File: config.mk
export PLATFORM = sky130hd
export DESIGN_NAME = io_input_port
export DESIGN_NICKNAME = d
export VERILOG_FILES = /design/src/rtl/io_pkg.sv /design/src/rtl/io_debouncer.sv /design/src/rtl/io_input_port.sv
export SDC_FILE = /design/constraint.sdc
export NUM_CORES = 1
export LEC_CHECK = 0
export ABC_AREA = 0
export CAP_MARGIN = 40
export CORE_UTILIZATION = 50
export CTS_CLUSTER_DIAMETER = 100
export DETAILED_ROUTE_END_ITERATION = 12
export PLACE_DENSITY_LB_ADDON = 0.05
export REMOVE_ABC_BUFFERS = 1
export SYNTH_ARGS = -nofsm -noshare
export SYNTH_HDL_FRONTEND = slang
export SYNTH_SLANG_ARGS = --single-unit
File: constraint.sdc
create_clock -name clk -period 2.3 [get_ports clk]
set_input_delay 0.345 -clock clk [delete_from_list [all_inputs] [get_ports clk]]
set_output_delay 0.345 -clock clk [all_outputs]
set_load 0.02 [all_outputs]
File: src/rtl/io_pkg.sv
// Shared constants for the button/switch input port: register offsets and STATUS bit positions.
package io_pkg;

   localparam logic [7:0] IO_STATUS = 8'h80;
   localparam logic [7:0] IO_SWDATA = 8'h84;
   localparam logic [7:0] IO_LIVE   = 8'h8C;

   localparam int unsigned RDY_L = 0;
   localparam int unsigned RDY_R = 1;

endpackage

File: src/rtl/io_debouncer.sv
// Button synchroniser and debouncer; emits the debounced level and a one-cycle press pulse
// in the same cycle the level is about to rise.
module io_debouncer #(
   parameter int unsigned DEBOUNCE_CYCLES = 1_000_000,
   parameter int unsigned CNT_W           = 20,
   parameter int unsigned SYNC_STAGES     = 2
) (
   input  logic clk_i,
   input  logic reset_ni,
   input  logic btn_i,
   output logic deb_o,
   output logic press_o
);

   localparam logic [CNT_W-1:0] CntMax = CNT_W'(DEBOUNCE_CYCLES - 1);

   logic [SYNC_STAGES-1:0] sync_q, sync_d;
   logic [CNT_W-1:0]       cnt_q, cnt_d;
   logic                   deb_q, deb_d;
   logic                   sync_lvl;

   assign sync_d   = {sync_q[SYNC_STAGES-2:0], btn_i};
   assign sync_lvl = sync_q[SYNC_STAGES-1];

   always_comb begin
      cnt_d   = cnt_q;
      deb_d   = deb_q;
      press_o = 1'b0;
      if (sync_lvl == deb_q) begin
         cnt_d = '0;
      end else if (cnt_q == CntMax) begin
         deb_d   = sync_lvl;
         cnt_d   = '0;
         // Only a rising debounced level counts as a press.
         press_o = sync_lvl;
      end else begin
         cnt_d = cnt_q + CNT_W'(1);
      end
   end

   always_ff @(posedge clk_i) begin
      if (!reset_ni) begin
         sync_q <= '0;
         cnt_q  <= '0;
         deb_q  <= 1'b0;
      end else begin
         sync_q <= sync_d;
         cnt_q  <= cnt_d;
         deb_q  <= deb_d;
      end
   end

   assign deb_o = deb_q;

endmodule

File: src/rtl/io_input_port.sv
// Memory-mapped input port: debounced BTNL/BTNR presses capture SW and set sticky ready flags
// which the core polls and clears through the STATUS register.
module io_input_port
   import io_pkg::*;
#(
   parameter int unsigned DEBOUNCE_CYCLES = 1_000_000,
   parameter int unsigned CNT_W           = 20,
   parameter int unsigned SYNC_STAGES     = 2
) (
   input  logic        clk,
   input  logic        reset_n,
   input  logic        btn_l,
   input  logic        btn_r,
   input  logic [15:0] sw,
   input  logic [7:0]  addr,
   input  logic        io_sel,
   input  logic        we,
   input  logic [31:0] wdata,
   output logic [31:0] rdata,
   output logic        irq_pend
);

   logic        deb_l, deb_r, press_l, press_r;
   logic [15:0] sw_s1_q, sw_s2_q;
   logic [15:0] sw_cap_q, sw_cap_d;
   logic        rdy_l_q, rdy_l_d, rdy_r_q, rdy_r_d;
   logic        clr_wr;
   logic        unused_sig;

   io_debouncer #(
      .DEBOUNCE_CYCLES (DEBOUNCE_CYCLES),
      .CNT_W           (CNT_W),
      .SYNC_STAGES     (SYNC_STAGES)
   ) u_deb_l (
      .clk_i    (clk),
      .reset_ni (reset_n),
      .btn_i    (btn_l),
      .deb_o    (deb_l),
      .press_o  (press_l)
   );

   io_debouncer #(
      .DEBOUNCE_CYCLES (DEBOUNCE_CYCLES),
      .CNT_W           (CNT_W),
      .SYNC_STAGES     (SYNC_STAGES)
   ) u_deb_r (
      .clk_i    (clk),
      .reset_ni (reset_n),
      .btn_i    (btn_r),
      .deb_o    (deb_r),
      .press_o  (press_r)
   );

   assign unused_sig = ^{deb_l, deb_r, wdata[31:2]};
   assign clr_wr     = io_sel && we && (addr == IO_STATUS);

   // Press is applied after the clear so that a coincident press keeps the flag set.
   always_comb begin
      rdy_l_d  = rdy_l_q;
      rdy_r_d  = rdy_r_q;
      sw_cap_d = sw_cap_q;
      if (clr_wr && wdata[RDY_L]) rdy_l_d = 1'b0;
      if (clr_wr && wdata[RDY_R]) rdy_r_d = 1'b0;
      if (press_l) rdy_l_d = 1'b1;
      if (press_r) rdy_r_d = 1'b1;
      if (press_l || press_r) sw_cap_d = sw_s2_q;
   end

   always_ff @(posedge clk) begin
      if (!reset_n) begin
         sw_s1_q  <= '0;
         sw_s2_q  <= '0;
         sw_cap_q <= '0;
         rdy_l_q  <= 1'b0;
         rdy_r_q  <= 1'b0;
      end else begin
         sw_s1_q  <= sw;
         sw_s2_q  <= sw_s1_q;
         sw_cap_q <= sw_cap_d;
         rdy_l_q  <= rdy_l_d;
         rdy_r_q  <= rdy_r_d;
      end
   end

   always_comb begin
      rdata = 32'h0;
      if (io_sel) begin
         case (addr)
            IO_STATUS: rdata = {30'b0, rdy_r_q, rdy_l_q};
            IO_SWDATA: rdata = {16'b0, sw_cap_q};
            IO_LIVE:   rdata = {16'b0, sw_s2_q};
            default:   rdata = 32'h0;
         endcase
      end
   end

   assign irq_pend = rdy_l_q | rdy_r_q;

endmodule

== After elaboration in Yosys (flattened, before gate mapping) ==
Index checks and enable logic that the tools add are counted.
W data, S select, Z words.

* Flip-flop bits (word level): 96
* Bits of input ports: 62
* Output and inout port bits: 33
* Logic and storage cells: 45

* Bitwise gates (word level): 4
* Mux-type cells: 10
* Reduce and logical (&&, ||, !) cells: 11
* Add/subtract/negate cells: 2
* Eq/ne operators: 7

{| class="wikitable"
|+ Operator list
! kind !! count
|-
| $pmux W16 S3 || 1
|-
| $add A20 B1 Y20 const B || 2
|-
| $eq A20 B20 Y1 const B || 2
|-
| $eq A8 B8 Y1 const B || 3
|-
| $mux W16 || 1
|-
| $mux W1 || 8
|-
| $reduce_or A3 Y1 || 2
|-
| $logic_and A1 B1 Y1 || 4
|-
| $reduce_and A2 Y1 || 2
|-
| $reduce_bool A2 Y1 || 2
|-
| $not A1 Y1 || 3
|-
| $eq A1 B1 Y1 || 2
|-
| $logic_or A1 B1 Y1 || 1
|-
| $or A1 B1 Y1 || 1
|}

== Logic depth before layout (Yosys ltp) ==
* Depth after elaboration: 5
* Mapped depth: 6
* Mapped depth without buffers: 5

== By module ==
Synthesis repeated with hierarchy kept, for this count alone.

* Cell total of the unflattened synthesis: 444
* Area, all modules: 4,259.1 um2

{| class="wikitable"
|+ Modules (own cells, without submodules)
! module !! cells each !! sequential area each (um2) !! instances !! area an instance (um2)
|-
| io_debouncer || 117 || 460.4 || 2 || 1,108.6
|-
| io_input_port || 210 || 1,001.0 || 1 || 2,042.0
|}

== Worst setup path after synthesis ==
OpenSTA, ideal clock, no wires.

* Kind: input -> output
* Start point: input port addr[5]
* End point: output port rdata[10]
* Cell stages on the path: 5
* Data required time: 1.955 ns
* Slack: -0.052 ns
* Buffers on the path: 1
* Arrival time: 2.007 ns
* Cells stage by stage: or4b_1 nor3_1 clkbuf_1 a22oi_1 nor2_1

* Longest elaborated chain between the ends: 3
* Elaborated cells between the ends (all ways): 5
* Those cells by class: eq/ne: 3; mux: 2

{| class="wikitable"
|+ RTL lines
! what !! RTL line !! text
|-
| start, declared || io_input_port.sv:15 || <nowiki>input logic [7:0] addr,</nowiki>
|-
| $eq A8 B8 Y1 || io_input_port.sv:88 || <nowiki>case (addr)</nowiki>
|-
| $pmux W16 S3 * || io_input_port.sv:88 ||
|-
| $mux W16 * || io_input_port.sv:87 || <nowiki>if (io_sel) begin</nowiki>
|-
| end, declared || io_input_port.sv:19 || <nowiki>output logic [31:0] rdata,</nowiki>
|}

Every way passes the cells marked *; elsewhere a longest branch is shown, timed or not.

== Worst setup path after layout ==
* Start point: input port addr[5]
* End point: output port rdata[8]

Same word-level chain as after synthesis.

==> impl_metrics.json <==
{
  "status": "finished clean",
  "crit_path_frequent_cell": "buf_6",
  "finalCritPeriodShare_pct": 96.4,
  "leakagePower_uw": 0.00184,
  "max_stage_delay_ns": 0.57,
  "post-route-util_pct": 64.1,
  "rr_startpoint": "u_deb_r.cnt_q[1]",
  "clk_latency_ns": 0.36,
  "fin_crit_ns": 2.22,
  "cts_buffers": 9,
  "cap_viol_max_count": 0,
  "coreArea_mm2": 0.00789,
  "crit_buf_inv": 5,
  "fp.dieH_um": 93.1,
  "drt-wirelength-per-cell_um": 12.9,
  "power.total_uw": 3070,
  "required_ns": 1.96,
  "synth_cells": 458,
  "irDropWorstVdd_v": 0.000337,
  "clock_path_buffers": 2,
  "clkPwrFrac_pct": 39.7,
  "gp_congestion": 0.790,
  "critPathTopFamily": "simple AND/OR/NAND/NOR gates",
  "sw_frac_of_total_pct": 22.3,
  "synth_ff_type": "dfxtp_1",
  "pin_count": 95,
  "synth_top_area_share_pct": 46.3,
  "setup_tns_ns": 0,
  "path_cells": "clkbuf_2 -> or4b_4 -> buf_6 -> nor3_4 -> buf_6 -> buf_6 -> a22oi_1 -> nor2_1 -> buf_2",
  "yosys.area.top_type": "dfxtp_1",
  "critPathSlowestCell": "or4b_4",
  "ys_seq_area_share_pct": 46.3,
  "p_int_uw": 2390,
  "port_buffers": 48,
  "cts_sinks": 96,
  "dieArea_mm2": 0.00866,
  "antenna_found_initial": 0,
  "crit_type": "primary input to output port",
  "grt_pass1_wl_um": 13500,
  "rows": 32,
  "cts_tree": "built",
  "finalClockSkew_ns": 0.0125,
  "start_util_pct": 52.6,
  "synth_warnings": 0,
  "hold_viol": 0,
  "syn-cell-area_mm2": 0.00415,
  "grt_max_degree": 47,
  "async_flop_share_pct": 0,
  "min_path_type": "register to register",
  "multi_input_area_mm2": 0.00207,
  "grt_pass1_vias": 2911,
  "synth-seq-cells": 96,
  "path_clk_slew_ns": 0.10,
  "drt_wl_total_um": 8080,
  "p_switching_uw": 685,
  "synth_edf_count": 0,
  "cp-end-kind": "output port",
  "n_antenna_cell": 0,
  "critPathMaxFanout": 5,
  "gr-total-overflow": 0,
  "cts_htree_levels": 3,
  "hold_path_startpoint": "sw_s1_q[13]",
  "grt_use_total_pct": 19.7,
  "vias_per_cell": 5.14,
  "power.density_mw_per_mm2": 608,
  "slew_violations": 0,
  "num_vias": 3211,
  "root_buffer": "clkbuf_8",
  "seqCellArea_mm2": 0.00192,
  "max_freq_mhz": 451,
  "synth.distinct_cells": 46,
  "drt_pass1_iterations": 4,
  "nNetsFinal": 582,
  "fillers": 662,
  "p_seq_share_pct": 55.4,
  "finalSetupViolations": 0,
  "drive_gt1_share_pct": 17.0,
  "route.detailed.drc": 0,
  "rsz0062_at_grt": "yes",
  "die-width_um": 93.1,
  "area_delta_synth_final_pct": 21.8,
  "crit_arrival_ns": 1.87,
  "critPathLaunch": "addr[5]",
  "syn_avg_cell_area_um2": 9.05,
  "dp_hpwl_um": 5370,
  "synth_area_leaders": "dfxtp_1, and2_1, nor2_1",
  "ant_nets": 0,
  "cp-start-kind": "primary input",
  "drt_iter0_markers": 128,
  "combPwrFrac_pct": 4.9
}
[metal layers]
metal  global-route usage [%]  vias up  wire (um)
met2                     31.3       66       3710
li1                         -     1649          -
met1                     26.6     1484       3920
met5                        0        -          0
met4                     7.69        0        151
met3                     3.50       12        296
[logic make-up (layout without fill, tap and decap cells)]
| group | Yosys count | in the layout | synth area share (%) |
|---|---|---|---|
| and+or+nand+nor | 214 | 214 | 28.1 |
| other | 1 | 16 | 0.0904 |
| buffers and inverters | 49 | 99 | 6.70 |
| AOI/OAI and AO/OA | 53 | 53 | 8.51 |
| DFF | 96 | 96 | 46.3 |
| xor gates and xnor gates | 25 | 25 | 5.28 |
| adders and majority gates | 2 | 2 | 0.603 |
| muxes | 18 | 18 | 4.35 |
[flip-flops by register name (all words and copies together), names as in the netlist]
signal,flops
u_deb_r.sync_q,2
u_deb_l.deb_o,1
sw_s1_q,16
sw_s2_q,16
rdy_r_q,1
u_deb_l.cnt_q,20
u_deb_r.deb_o,1
rdy_l_q,1
u_deb_l.sync_q,2
sw_cap_q,16
u_deb_r.cnt_q,20
[power by group through the flow]
stage                     logic (uW)  clock network [uW]  registers [uW]
after floorplan                 56.5                   0            1740
after global placement           144                   0            1740
after detailed placement         146                   0            1740
after CTS                        149                1250            1700
after global routing             166                1320            1710
final                            151                1220            1700
[final timing paths]
| path | endpoint | slack [ns] | depth (start not counted) |
|---|---|---|---|
| setup reg to reg | u_deb_r.cnt_q[18] | 0.17 | 5 |
| hold / removal | sw_s2_q[13] | 0.42 | 1 |
| setup / recovery | rdata[8] | 0.08 | 9 |
| hold reg to reg | sw_s2_q[13] | 0.42 | 1 |
[area by class of cell]
class	instances	area share, %
clock buffers	9	2.45
flip-flops and latches	96	38.0
multi-input cells	328	40.9
inverters	11	0.817
repair buffers	72	13.3
well taps	102	2.53
clock inverters	7	2.01
[synthesized netlist by cell type, types with 11 or more instances]
cell / count
nand2_1: 50
nand3_1: 18
and2_1: 37
mux2i_1: 18
dfxtp_1: 96
clkbuf_1: 14
buf_4: 18
a21oi_1: 16
nor2_1: 51
a22oi_1: 14
xnor2_1: 19
inv_1: 11
[cell usage in the layout (no fill, tap or decap), drive strengths merged]
cell type / instances
o211ai: 2
nor2: 51
conb: 16
dfxtp: 96
or3b: 1
a31oi: 2
mux2i: 18
buf: 41
a22oi: 15
or3: 8
and4: 1
and2: 37
nor4: 8
a21oi: 17
xnor2: 19
clkdlybuf4s50: 26
xor2: 6
nand3: 19
clkinvlp: 2
nor3: 10
or2: 4
o31ai: 5
nand3b: 2
clkbuf: 13
bufinv: 2
nand4: 5
o41ai: 1
and3: 2
a311oi: 2
dlymetal6s2s: 1
nor4b: 1
or4bb: 1
o21ai: 9
inv: 13
clkinv: 1
ha: 2
nand2: 50
or4b: 3
or4: 11
[through the flow]
stage / hold slack, ns / area, um2 / worst slack, ns / std cells
floorplan: 0.412 / 3970 / -0.490 / 435
CTS: 0.433 / 5000 / 0.0118 / 625
global placement: 0.414 / 4720 / -0.648 / 601
global route: 0.447 / 5050 / -0.00885 / 625
finish: 0.425 / 5050 / 0.0838 / 625
detailed placement: 0.419 / 4720 / -0.639 / 601
[what timing repair did]
action                                  4_1_cts  5_1_grt
cloned                                        2        0
gates resized for setup                      90       23
pin swaps                                     7        5
endpoints found under the setup margin       16       16
setup buffers                                 7        0
hold buffers                                  0        0
Note: power is estimated with default switching activity, not from simulation.
